===== config.mk =====
export PLATFORM = sky130hd
export DESIGN_NAME = cpu_register_file_mp_flat
export DESIGN_NICKNAME = d
export VERILOG_FILES = /design/src/rtl/cpu_register_file_mp_pkg.sv /design/src/rtl/cpu_register_file_mp_if.sv /design/src/rtl/cpu_register_file_mp_scoreboard.sv /design/src/rtl/cpu_register_file_mp.sv /design/src/flat_wrapper.sv
export SDC_FILE = /design/constraint.sdc
export NUM_CORES = 1
export LEC_CHECK = 0
export BUFFER_PORTS_ARGS = -buffer_cell sky130_fd_sc_hd__buf_2
export CAP_MARGIN = 40
export CORE_UTILIZATION = 40
export DETAILED_ROUTE_END_ITERATION = 12
export SLEW_MARGIN = 20
export SYNTH_ARGS = -nofsm -noshare
export SYNTH_HDL_FRONTEND = slang
export SYNTH_SLANG_ARGS = --single-unit

===== constraint.sdc =====
create_clock -name clock_in -period 3.4 [get_ports clock_in]
set_clock_uncertainty 0.15 [all_clocks]
set_input_delay 0 -clock clock_in [delete_from_list [all_inputs] [get_ports clock_in]]
set_output_delay 0 -clock clock_in [all_outputs]
set_load 0.05 [all_outputs]

===== src/rtl/cpu_register_file_mp_pkg.sv =====
// Shared defaults and types for the multi-port register file and its scoreboard.
package cpu_register_file_pkg;

  localparam int DEFAULT_DATA_WIDTH          = 4;
  localparam int DEFAULT_NUMBER_OF_REGISTERS = 8;
  localparam int DEFAULT_AW                  = $clog2(DEFAULT_NUMBER_OF_REGISTERS);

  typedef logic [DEFAULT_AW-1:0]                reg_addr_t;
  typedef logic signed [DEFAULT_DATA_WIDTH-1:0] reg_data_t;

  localparam reg_addr_t ZERO_REGISTER = '0;

endpackage


===== src/rtl/cpu_register_file_mp_if.sv =====
// Issue/writeback/read bus of cpu_register_file_mp; master = issue and writeback side.
interface cpu_register_file_mp_if
  import cpu_register_file_pkg::*;
#(
  parameter int DATA_WIDTH          = DEFAULT_DATA_WIDTH,
  parameter int NUMBER_OF_REGISTERS = DEFAULT_NUMBER_OF_REGISTERS,
  parameter int NUM_READ_PORTS      = 2,
  parameter int NUM_WRITE_PORTS     = 2
);
  localparam int AW = $clog2(NUMBER_OF_REGISTERS);

  logic [NUM_WRITE_PORTS-1:0]            write_enable_in;
  logic [NUM_WRITE_PORTS*AW-1:0]         write_register_address_in;
  logic [NUM_WRITE_PORTS*DATA_WIDTH-1:0] write_data_in;
  logic [NUM_READ_PORTS*AW-1:0]          read_register_address_in;
  logic [NUM_READ_PORTS*DATA_WIDTH-1:0]  read_data_out;
  logic [NUM_READ_PORTS-1:0]             read_busy_out;
  logic                                  reserve_enable_in;
  logic [AW-1:0]                         reserve_register_address_in;
  logic                                  reserve_conflict_out;
  logic [AW:0]                           busy_count_out;

  modport master (
    output write_enable_in, write_register_address_in, write_data_in,
    output read_register_address_in, reserve_enable_in, reserve_register_address_in,
    input  read_data_out, read_busy_out, reserve_conflict_out, busy_count_out
  );

  modport slave (
    input  write_enable_in, write_register_address_in, write_data_in,
    input  read_register_address_in, reserve_enable_in, reserve_register_address_in,
    output read_data_out, read_busy_out, reserve_conflict_out, busy_count_out
  );

endinterface


===== src/rtl/cpu_register_file_mp_scoreboard.sv =====
// Busy-bit scoreboard: reserve sets, writeback clears, reserve wins on a same-cycle tie.
module register_scoreboard
  import cpu_register_file_pkg::*;
#(
  parameter int NUMBER_OF_REGISTERS = DEFAULT_NUMBER_OF_REGISTERS,
  parameter int AW                  = $clog2(NUMBER_OF_REGISTERS)
) (
  input  logic                           clk,
  input  logic                           rst,
  input  logic [NUMBER_OF_REGISTERS-1:0] clear_mask,
  input  logic                           reserve_enable,
  input  logic [AW-1:0]                  reserve_address,
  output logic [NUMBER_OF_REGISTERS-1:0] busy,
  output logic                           conflict,
  output logic [AW:0]                    busy_count
);
  localparam int CW = AW + 1;

  logic                           reserve_valid;
  logic [NUMBER_OF_REGISTERS-1:0] set_mask;
  logic [NUMBER_OF_REGISTERS-1:0] busy_next;
  logic                           conflict_next;
  logic [AW:0]                    count_next;

  always_comb begin
    reserve_valid = reserve_enable && (reserve_address != '0);
    set_mask      = '0;
    if (reserve_valid) set_mask[reserve_address] = 1'b1;
    busy_next    = (busy & ~clear_mask) | set_mask;
    busy_next[0] = 1'b0;
    // A writeback landing on the reserved register in the same cycle retires the old producer.
    conflict_next = reserve_valid && busy[reserve_address] && !clear_mask[reserve_address];
    count_next = '0;
    for (int unsigned i = 0; i < NUMBER_OF_REGISTERS; i++)
      count_next = count_next + CW'(busy_next[i]);
  end

  always_ff @(posedge clk or posedge rst) begin
    if (rst) begin
      busy       <= '0;
      conflict   <= 1'b0;
      busy_count <= '0;
    end else begin
      busy       <= busy_next;
      conflict   <= conflict_next;
      busy_count <= count_next;
    end
  end

endmodule


===== src/rtl/cpu_register_file_mp.sv =====
// Parametrised multi-port register file with r0 hardwired to zero and a busy scoreboard.
// Define REGFILE_BYPASS_EN to forward same-cycle writes onto the read ports.
module cpu_register_file_mp
  import cpu_register_file_pkg::*;
#(
  parameter int DATA_WIDTH          = DEFAULT_DATA_WIDTH,
  parameter int NUMBER_OF_REGISTERS = DEFAULT_NUMBER_OF_REGISTERS,
  parameter int NUM_READ_PORTS      = 2,
  parameter int NUM_WRITE_PORTS     = 2
) (
  input logic                    clock_in,
  input logic                    reset_in,
  cpu_register_file_mp_if.slave  bus
);
  localparam int AW = $clog2(NUMBER_OF_REGISTERS);

  logic [DATA_WIDTH-1:0]          regs     [NUMBER_OF_REGISTERS];
  logic [DATA_WIDTH-1:0]          reg_view [NUMBER_OF_REGISTERS];
  logic [NUMBER_OF_REGISTERS-1:0] wr_hit;
  logic [DATA_WIDTH-1:0]          wr_val   [NUMBER_OF_REGISTERS];
  logic [NUMBER_OF_REGISTERS-1:0] busy;

  // Per-register write decode; the later port overrides, so the highest index wins.
  always_comb begin
    logic [AW-1:0] wa;
    wa     = '0;
    wr_hit = '0;
    for (int unsigned r = 0; r < NUMBER_OF_REGISTERS; r++) wr_val[r] = '0;
    for (int unsigned p = 0; p < NUM_WRITE_PORTS; p++) begin
      wa = bus.write_register_address_in[p*AW +: AW];
      if (bus.write_enable_in[p] && (wa != '0)) begin
        wr_hit[wa] = 1'b1;
        wr_val[wa] = bus.write_data_in[p*DATA_WIDTH +: DATA_WIDTH];
      end
    end
  end

  always_ff @(posedge clock_in or posedge reset_in) begin
    if (reset_in) begin
      for (int unsigned r = 0; r < NUMBER_OF_REGISTERS; r++) regs[r] <= '0;
    end else begin
      for (int unsigned r = 1; r < NUMBER_OF_REGISTERS; r++)
        if (wr_hit[r]) regs[r] <= wr_val[r];
    end
  end

  for (genvar g = 0; g < NUMBER_OF_REGISTERS; g++) begin : gen_reg
    logic [DATA_WIDTH-1:0] value;
    assign value       = regs[g];
    assign reg_view[g] = value;
  end

  register_scoreboard #(
    .NUMBER_OF_REGISTERS (NUMBER_OF_REGISTERS),
    .AW                  (AW)
  ) u_scoreboard (
    .clk             (clock_in),
    .rst             (reset_in),
    .clear_mask      (wr_hit),
    .reserve_enable  (bus.reserve_enable_in),
    .reserve_address (bus.reserve_register_address_in),
    .busy            (busy),
    .conflict        (bus.reserve_conflict_out),
    .busy_count      (bus.busy_count_out)
  );

  always_comb begin
    logic [AW-1:0]         ra;
    logic [DATA_WIDTH-1:0] rd;
    logic                  rb;
    ra = '0;
    rd = '0;
    rb = 1'b0;
    bus.read_data_out = '0;
    bus.read_busy_out = '0;
    for (int unsigned rp = 0; rp < NUM_READ_PORTS; rp++) begin
      ra = bus.read_register_address_in[rp*AW +: AW];
      rd = reg_view[ra];
      rb = busy[ra];
`ifdef REGFILE_BYPASS_EN
      if (wr_hit[ra]) begin
        rd = wr_val[ra];
        rb = 1'b0;
      end
`endif
      bus.read_data_out[rp*DATA_WIDTH +: DATA_WIDTH] = rd;
      bus.read_busy_out[rp]                          = rb;
    end
  end

endmodule


===== src/flat_wrapper.sv =====
// flat-port wrapper written by rule: the top's interface ports become plain ports
module cpu_register_file_mp_flat import cpu_register_file_pkg::*;
#(
  parameter int DATA_WIDTH          = DEFAULT_DATA_WIDTH,
  parameter int NUMBER_OF_REGISTERS = DEFAULT_NUMBER_OF_REGISTERS,
  parameter int NUM_READ_PORTS      = 2,
  parameter int NUM_WRITE_PORTS     = 2
)
  (clock_in, reset_in, bus_write_enable_in, bus_write_register_address_in, bus_write_data_in, bus_read_register_address_in, bus_reserve_enable_in, bus_reserve_register_address_in, bus_read_data_out, bus_read_busy_out, bus_reserve_conflict_out, bus_busy_count_out);
  cpu_register_file_mp_if #(.DATA_WIDTH(DATA_WIDTH), .NUMBER_OF_REGISTERS(NUMBER_OF_REGISTERS), .NUM_READ_PORTS(NUM_READ_PORTS), .NUM_WRITE_PORTS(NUM_WRITE_PORTS)) bus_i ();
  input logic clock_in;
  input logic reset_in;
  input wire logic [$bits(bus_i.write_enable_in)-1:0] bus_write_enable_in;
  input wire logic [$bits(bus_i.write_register_address_in)-1:0] bus_write_register_address_in;
  input wire logic [$bits(bus_i.write_data_in)-1:0] bus_write_data_in;
  input wire logic [$bits(bus_i.read_register_address_in)-1:0] bus_read_register_address_in;
  input wire logic [$bits(bus_i.reserve_enable_in)-1:0] bus_reserve_enable_in;
  input wire logic [$bits(bus_i.reserve_register_address_in)-1:0] bus_reserve_register_address_in;
  output wire logic [$bits(bus_i.read_data_out)-1:0] bus_read_data_out;
  output wire logic [$bits(bus_i.read_busy_out)-1:0] bus_read_busy_out;
  output wire logic [$bits(bus_i.reserve_conflict_out)-1:0] bus_reserve_conflict_out;
  output wire logic [$bits(bus_i.busy_count_out)-1:0] bus_busy_count_out;
  assign bus_i.write_enable_in = bus_write_enable_in;
  assign bus_i.write_register_address_in = bus_write_register_address_in;
  assign bus_i.write_data_in = bus_write_data_in;
  assign bus_i.read_register_address_in = bus_read_register_address_in;
  assign bus_i.reserve_enable_in = bus_reserve_enable_in;
  assign bus_i.reserve_register_address_in = bus_reserve_register_address_in;
  assign bus_read_data_out = bus_i.read_data_out;
  assign bus_read_busy_out = bus_i.read_busy_out;
  assign bus_reserve_conflict_out = bus_i.reserve_conflict_out;
  assign bus_busy_count_out = bus_i.busy_count_out;
  cpu_register_file_mp #(.DATA_WIDTH(DATA_WIDTH), .NUMBER_OF_REGISTERS(NUMBER_OF_REGISTERS), .NUM_READ_PORTS(NUM_READ_PORTS), .NUM_WRITE_PORTS(NUM_WRITE_PORTS)) u_core (.clock_in(clock_in), .reset_in(reset_in), .bus(bus_i));
endmodule

==> results of run 1 <==
-- state kept, by name (all words and copies together) (netlist names) --
name,cells
u_core.gen.value,28
u_core.u_scoreboard.busy,7
u_core.u_scoreboard.busy_count,3
u_core.u_scoreboard.conflict,1
-- per-layer routing --
layer	vias up	global-route usage (%)
met4	0	6.90
met3	10	3.93
met5	-	0
li1	1076	-
met2	87	35.2
met1	1111	31.0
-- kinds of logic after synthesis --
logic type	count (synthesis)	synth area share, %
mux	51	24.0
buf+inv	36	6.93
fa+ha+maj	4	2.96
other cells	1	0.138
compound gates	65	15.2
simple gates	69	14.7
flops	39	36.0
-- final cells by class --
class                           count  area share [%]
Tap cell                           77            2.99
Inverter                           14            1.63
Timing Repair Buffer               69            14.2
Multi-Input combinational cell    190            47.8
Clock buffer                        8            3.10
Sequential cell                    39            30.2
-- report_power, final --
group          switching, mW  internal (mW)
Sequential            0.0747          0.572
Clock                  0.176          0.185
Combinational          0.380          0.261
-- through the flow --
step / setup slack, ps / area (sq um) / power, mW / cells / util (%)
6_report: 334 / 3230 / 1.65 / 397 / 50.0
5_1_grt: 210 / 3230 / 1.75 / 397 / 50.0
4_1_cts: 339 / 3230 / 1.66 / 397 / 50.0
3_5_place_dp: 220 / 2960 / 1.27 / 372 / 45.8
3_3_place_gp: 254 / 2960 / 1.26 / 372 / 45.8
2_1_floorplan: 416 / 2710 / 1.11 / 265 / -
-- worst register-to-register path: cells and delay by family, from the launching register on --
kind,cells,cell delay (ps)
fa+ha+maj,4,1860
buf+inv,1,50
flops,1,420
compound gates,1,310
-- what timing repair did --
item                      CTS  global route
hold buffers               17             0
buffers inserted            0             0
hold endpoints to repair   73             0
-- worst min path at each step --
stage                                startpoint                           endpoint  slack [ps]
3_3_place_gp                           reset_in  u_core.u_scoreboard.busy_count[2]           9
5_1_grt        bus_write_register_address_in[3]         u_core.gen_reg[5].value[0]          40
3_5_place_dp                           reset_in  u_core.u_scoreboard.busy_count[2]           7
6_report       bus_write_register_address_in[3]         u_core.gen_reg[5].value[3]          30
2_1_floorplan              bus_write_data_in[4]         u_core.gen_reg[1].value[0]         -30
4_1_cts        bus_write_register_address_in[3]         u_core.gen_reg[5].value[0]          20
-- cell usage in the layout, fill, tap and decap left out, types with 14 or more instances in the layout --
cell,n
inv_1,14
a21oi_1,23
mux2i_1,30
o21ai_0,20
dlygate4sd3_1,17
dfrtp_1,39
nand2_1,22
buf_2,41
nor2_1,21
==> flow_metrics.tcl, run 1 <==
set metrics [dict create \
    cts_buffers 5 \
    wirelength_mm 7.39 \
    cp-startpoint "bus_reserve_enable_in" \
    syn_nets 297 \
    top_layer "met4" \
    clk_latency_ps 300 \
    syn_area_sq_um 2710 \
    die_area_sq_um 7100 \
    crit_arrival_ps 3100 \
    endpoint "u_core.u_scoreboard.busy_count[1]" \
    grt-ovfl-total 0 \
    die_h_um 84.3 \
    path_depth 10 \
    violations "design-rule violations" \
    critPathKind "in -> reg" \
    maxCapViolCount 0 \
    antenna_left 0 \
    via_per_inst 5.75 \
    reg2regPathDepth 6 \
    crit_buf_inv 4 \
    gp_congestion 0.854 \
    final_net_count 351 \
    drt_iter0_drc 208 \
    wl_per_cell_um 18.6 \
    hold_violations 0 \
    cts_buffer_depth 2 \
    synth_top_flop_cell "dfrtp_1" \
    cts_resized 0 \
    wl_met1_mm 3.48 \
    r2r_start "u_core.u_scoreboard.busy[1]" \
    num_vias 2284 \
    grt_pass1_vias 2123 \
    cp-start-kind "input pin" \
    io_buffers 41 \
    seq_area_frac_synth_pct 36.0 \
    antenna_cells 0 \
    hold_ws_ps 25.6 \
    grt_pass1_wl_mm 11.7 \
    fp.coreArea_sq_um 6460 \
    synth_largest_area_cell "dfrtp_1" \
    rrSetupSlack_ps 490 \
    multiInputGateArea_sq_um 1540 \
    io_pins 43 \
    grt_setup_unrepaired "false" \
    syn_area_per_cell_sq_um 10.2 \
    worstPathMaxFanout 5 \
    hold_path_class "in -> reg" \
    synth_edf_count 0 \
    cp_slowest_cell "fa_1" \
    max_stage_delay_ps 540 \
    start_util_pct 41.9 \
    vdd_drop_max_mv 0.232 \
    htreeDepth 2 \
    fin_setup_tns_ps 0 \
    clock.fmax_mhz 326 \
    async_flop_share_pct 100 \
    ys_types 38 \
    cts_tree "done" \
    setup_viol 0 \
    route.met3.wl_um 373 \
    outcome "finished, violations left" \
    drv_slew 0 \
    final-seq-area_sq_um 976 \
    ys_top_cells_by_area "dfrtp_1 (36%), mux2i_1 (11%), mux4_2 (8.3%), mux2_2 (4.6%), a21oi_1 (4.3%)" \
    clkTransAtPathRegs_ps 80 \
    worstHoldPathCells 3 \
    dr.pass1.iters 8 \
    die_x_um 84.3 \
    fillCellCount 627 \
    yosysTopAreaCellShare_pct 36.0 \
    end_kind "register" \
    grt_max_degree 40 \
    ys_warn_count 4 \
    reg2reg_to "u_core.u_scoreboard.busy_count[1]" \
    p_leak_nw 1.49 \
    drc 6 \
    yosys_register_bits 39 \
    num_rows 29 \
    clock-root-buffer "clkbuf_8" \
    yosysMostFrequentCell "dfrtp_1" \
    period_needed_ps 3070 \
    synthToLayoutAreaGrowth_pct 19.2 \
    drive_above_1_share_pct 27.8 \
    track_usage_pct 22.2 \
    cp_common_cell "fa_1" \
    worst_slew_pin_slew_ps 549 \
    cp_cell_sequence "dlygate4sd3_1 > buf_2 > nor2b_1 > a22o_1 > inv_1 > fa_1 > fa_1 > inv_1 > fa_1 > fa_1" \
    dp_hpwl_mm 5.23 \
    syn_inst 265 \
    clkSinkCount 39 \
    synthTopCellsByCount "dfrtp_1 (39), mux2i_1 (30), a21oi_1 (23)" \
    antenna_found_initial 0 \
    power_density_nw_per_um2 511 \
    period_share_pct 90.2 \
    crit_family "adder cells" \
    slew_headroom_pct 63.2 \
    required_ps 3430 \
    dr_wl_met2_mm 3.44 \
]
Power figures use the tool's default switching activity.
==> inputs of run 2 (changes only) <==
--- a/config.mk
+++ b/config.mk
@@ -9,7 +9,8 @@
 export CAP_MARGIN = 40
 export CORE_UTILIZATION = 40
 export DETAILED_ROUTE_END_ITERATION = 12
-export SLEW_MARGIN = 20
+export GPL_TIMING_DRIVEN = 0
+export SLEW_MARGIN = 15
 export SYNTH_ARGS = -nofsm -noshare
 export SYNTH_HDL_FRONTEND = slang
 export SYNTH_SLANG_ARGS = --single-unit
==> flow_metrics.tcl, run 2 (synthesized netlist as in run 1, its figures left out) <==
set metrics [dict create \
    fin_setup_tns_ps 0 \
    die_area_sq_um 7100 \
    grt_util_met2_pct 32.1 \
    slew_headroom_pct 62.8 \
    vdd_drop_max_mv 0.258 \
    clk_latency_ps 290 \
    htreeDepth 2 \
    clkSinkCount 39 \
    clockPowerShare_pct 19.7 \
    via_per_inst 5.80 \
    drt_iter0_drc 196 \
    swShare_pct 39.2 \
    grt_pass1_vias 2194 \
    die_h_um 84.3 \
    grt_setup_unrepaired "false" \
    required_ps 3420 \
    final-seq-area_sq_um 976 \
    final_cell_mix "buf_2 (43), dfrtp_1 (39), mux2i_1 (30), a21oi_1 (23), nand2_1 (22)" \
    fp.coreArea_sq_um 6460 \
    dp_hpwl_mm 5.10 \
    internal-power_mw 0.976 \
    track_usage_pct 21.5 \
    period_share_pct 92.6 \
    cp-start-kind "input pin" \
    drc 6 \
    violations "design-rule violations" \
    p_comb_share_pct 40.0 \
    use_met3_pct 3.93 \
    multiInputGateArea_sq_um 1550 \
    dr.pass1.iters 9 \
    pwr-share-seq_pct 40.3 \
    worstPathMaxFanout 7 \
    outcome "finished, violations left" \
    cts_tree "done" \
    fin_util_pct 49.9 \
    num_vias 2307 \
    period_needed_ps 3150 \
    gp_congestion 0.829 \
    fillCellCount 619 \
    cts_buffer_depth 2 \
    critPathKind "in -> reg" \
    met1_usage_pct 31.9 \
    io_buffers 31 \
    hold_path_class "in -> reg" \
    hold_violations 0 \
    grt_max_degree 30 \
    drv_slew 0 \
    setup_viol 0 \
    clock.fmax_mhz 318 \
    clkTransAtPathRegs_ps 80 \
    final_net_count 352 \
    io_pins 43 \
    end_kind "register" \
    antenna_cells 0 \
    die_x_um 84.3 \
    final_common_cell "buf_2" \
    drive_above_1_share_pct 28.7 \
    wirelength_mm 7.22 \
    p_leak_nw 1.50 \
    postCtsSetupRepairBufs 0 \
    worst_slew_pin_slew_ps 555 \
    clock-root-buffer "clkbuf_8" \
    grt-ovfl-total 0 \
    crit_arrival_ps 3170 \
    wl_per_cell_um 18.1 \
    power_density_nw_per_um2 497 \
    synthToLayoutAreaGrowth_pct 19.1 \
    grt_pass1_wl_mm 11.6 \
    maxCapViolCount 0 \
    antenna_found_initial 0 \
    start_util_pct 41.9 \
    largest_register_ffs 28 \
    top_usage_layer "met2" \
    num_rows 29 \
    p_sw_mw 0.628 \
    cts_buffers 5 \
    antenna_left 0 \
]
[run 2: cell type report]
cell class	instances	area share [%]
Inverter	14	1.63
Tap cell	77	2.99
Clock buffer	5	2.13
Timing Repair Buffer	48	10.4
Buffer	22	4.19
Clock inverter	3	0.465
Sequential cell	39	30.3
Multi-Input combinational cell	190	47.9
[run 2: final timing paths]
check,slack [ps],to,cells after the start,from
max in group asynchronous,2630,u_core.gen_reg[6].value[0],4,reset_in
min,20,u_core.u_scoreboard.busy[4],3,bus_reserve_register_address_in[0]
min in group asynchronous,30,u_core.u_scoreboard.busy[6],3,reset_in
max,250,u_core.u_scoreboard.busy_count[1],10,bus_reserve_register_address_in[2]
max reg2reg,500,u_core.u_scoreboard.busy_count[1],6,u_core.u_scoreboard.busy[1]
min reg2reg,450,u_core.u_scoreboard.busy[2],1,u_core.u_scoreboard.busy[2]
[run 2: timing repair]
| item | 4_1_cts | 5_1_grt |
|---|---|---|
| hold endpoints to repair | 74 | 0 |
| setup endpoints to repair | 0 | 1 |
| resized for setup | 0 | 1 |
| hold buffers | 16 | 0 |
[run 2: critical path, stage by stage]
cell           delay [ps]
dlygate4sd3_1         520
buf_2                 160
nor2b_2               300
a22o_1                210
inv_1                  50
fa_1                  500
fa_1                  550
inv_1                  50
fa_1                  400
fa_1                  430
[run 2: power groups by stage]
stage / Combinational [mW] / Sequential, mW / Clock, mW
floorplan: 0.413 / 0.697 / 0
global placement: 0.606 / 0.652 / 0
detailed placement: 0.614 / 0.654 / 0
CTS: 0.643 / 0.644 / 0.325
global route: 0.704 / 0.661 / 0.345
finish: 0.642 / 0.646 / 0.316
[run 2: through the flow]
stage / power (mW) / cell area (sq um) / hold WS [ps] / cells / worst slack [ps]
2_1_floorplan: 1.11 / 2710 / -33.2 / 265 / 416
3_3_place_gp: 1.26 / 2960 / 165 / 373 / 163
3_5_place_dp: 1.27 / 2980 / -198 / 374 / 150
6_report: 1.60 / 3230 / 24.1 / 398 / 253
4_1_cts: 1.61 / 3220 / 18.6 / 398 / 160
5_1_grt: 1.71 / 3230 / 38.2 / 398 / 116
[run 2: layer usage]
metal | part of all wire [%] | up-vias
met2 | 44 | 82
met3 | 5.9 | 8
li1 | - | 1078
met5 | 0 | -
met1 | 49 | 1139
met4 | 1.1 | 0
==> inputs of run 3 (changes only) <==
==> constraint.sdc (replaced) <==
create_clock -name clock_in -period 3.4 [get_ports clock_in]
set_clock_uncertainty 0.15 [all_clocks]
set_input_delay 0.34 -clock clock_in [delete_from_list [all_inputs] [get_ports clock_in]]
set_output_delay 0.34 -clock clock_in [all_outputs]
set_load 0.05 [all_outputs]
==> flow_metrics.tcl, run 3 (synthesized netlist as in run 1, its figures left out) <==
set metrics [dict create \
    cp-start-kind "input pin" \
    via_per_inst 5.78 \
    worstPathMaxFanout 10 \
    reg2regPathDepth 6 \
    antenna_cells 0 \
    drt_iter0_drc 188 \
    reg2reg_to "u_core.u_scoreboard.busy_count[1]" \
    hp-start "bus_write_data_in[6]" \
    power_density_nw_per_um2 512 \
    route.met3.wl_um 398 \
    end_kind "register" \
    grt_max_degree 30 \
    drv_slew 0 \
    clock-root-buffer "clkbuf_8" \
    antenna_left 0 \
    fp.coreArea_sq_um 6460 \
    die_h_um 84.3 \
    antenna_found_initial 0 \
    clock.fmax_mhz 304 \
    crit_arrival_ps 3310 \
    wirelength_mm 7.10 \
    largest_register_ffs 28 \
    slew_headroom_pct 62.3 \
    final_common_cell "buf_2" \
    cts_buffer_depth 2 \
    start_util_pct 41.9 \
    io_pins 43 \
    hold_path_class "in -> reg" \
    drc 6 \
    stdcell_count 383 \
    die_area_sq_um 7100 \
    outcome "finished, violations left" \
    worstHoldPathCells 3 \
    fin_util_pct 47.6 \
    wl_per_cell_um 18.5 \
    grt_pass1_wl_mm 11.3 \
    drive_above_1_share_pct 29.7 \
    htreeDepth 2 \
    vdd_drop_max_mv 0.255 \
    worst_slew_pin_slew_ps 562 \
    clkSinkCount 39 \
    io_buffers 31 \
    clkTransAtPathRegs_ps 80 \
    dp_cells 374 \
    die_x_um 84.3 \
    clk_latency_ps 290 \
    dp_hpwl_mm 5.10 \
    grt_pass1_vias 2106 \
    track_usage_pct 21.1 \
    setup_viol 0 \
    dr_wl_met2_mm 3.21 \
    violations "design-rule violations" \
    num_rows 29 \
    rrSetupSlack_ps 510 \
    grt-ovfl-total 0 \
    placed_cell_area_sq_um 2980 \
    critPathKind "in -> reg" \
    top_layer "met4" \
    period_share_pct 96.6 \
    gp_congestion 0.829 \
    r2r_start "u_core.u_scoreboard.busy[1]" \
    hold_violations 0 \
    synthToLayoutAreaGrowth_pct 13.6 \
    cts_buffers 5 \
    fin_setup_tns_ps 0 \
    required_ps 3420 \
    final_area_sq_um 3080 \
    cp-startpoint "bus_write_enable_in[1]" \
    final_net_count 337 \
    period_needed_ps 3280 \
    num_vias 2215 \
    final_cell_mix "buf_2 (42), dfrtp_1 (39), mux2i_1 (30), a21oi_1 (23), nand2_1 (22)" \
    p_leak_nw 1.43 \
    dr.pass1.iters 8 \
    cts_tree "done" \
    worstHoldEndpoint "u_core.gen_reg[1].value[2]" \
    wl_met1_mm 3.42 \
    maxCapViolCount 0 \
]
==> run 3: cell types whose count changed in the layout (fill, tap and decap cells not counted), sizes merged <==
cell / delta
buf: -1
clkbuf: +1
dlygate4sd3: -15
==> run 3: worst max path at each step <==
stage | cells after the start | end | slack (ps)
global route | 11 | u_core.u_scoreboard.busy_count[1] | -20
detailed placement | 11 | u_core.u_scoreboard.busy_count[1] | -190
finish | 11 | u_core.u_scoreboard.busy_count[1] | 120
floorplan | 11 | u_core.u_scoreboard.busy_count[1] | 80
global placement | 11 | u_core.u_scoreboard.busy_count[1] | -180
CTS | 11 | u_core.u_scoreboard.busy_count[1] | 130
==> run 3: power breakdown <==
part / total [mW] / leakage, nW / switching (mW) / internal [mW]
registers: 0.646 / 0.465 / 0.0737 / 0.572
clock network: 0.314 / 0.0477 / 0.174 / 0.141
logic: 0.614 / 0.916 / 0.375 / 0.240
total: 1.57 / 1.43 / 0.622 / 0.953
==> run 3: timing repair <==
item                       4_1_cts  5_1_grt
hold endpoints to repair        10        0
resized for setup                0        1
hold buffers                     1        0
setup endpoints to repair        0        1
setup buffers                    0        0
==> run 3: layout make-up <==
| class | count | area [sq um] |
|---|---|---|
| plain buffers | 22 | 138 |
| clock buffers | 5 | 68.8 |
| clock inverters | 3 | 15.0 |
| fillers | 634 | 3380 |
| inverters | 14 | 52.6 |
| multi-input cells | 190 | 1540 |
| flip-flops and latches | 39 | 976 |
| well taps | 77 | 96.3 |
| repair buffers | 33 | 185 |
==> run 3: metal layers <==
layer  up-vias  global-route usage, %
met5         -                      0
met4         0                   6.27
met3         9                   3.93
met2        65                   31.2
met1      1093                   31.4
li1       1048                      -
==> run 3: critical path, stage by stage <==
cell and delay, ps:
buf_2 150, nor4bb_1 320, clkbuf_4 280, nor2_1 70
a22o_1 190, inv_1 70, fa_1 460, fa_1 550
inv_1 50, fa_1 400, fa_1 430
==> run 3: through the flow <==
| step | hold slack (ps) | power (mW) | worst slack, ps |
|---|---|---|---|
| final | 214 | 1.57 | 115 |
| after global routing | 207 | 1.68 | -16.6 |
| after CTS | 202 | 1.59 | 130 |
| after detailed placement | 142 | 1.27 | -190 |
| after global placement | 417 | 1.26 | -177 |
| after floorplan | 307 | 1.11 | 76.5 |
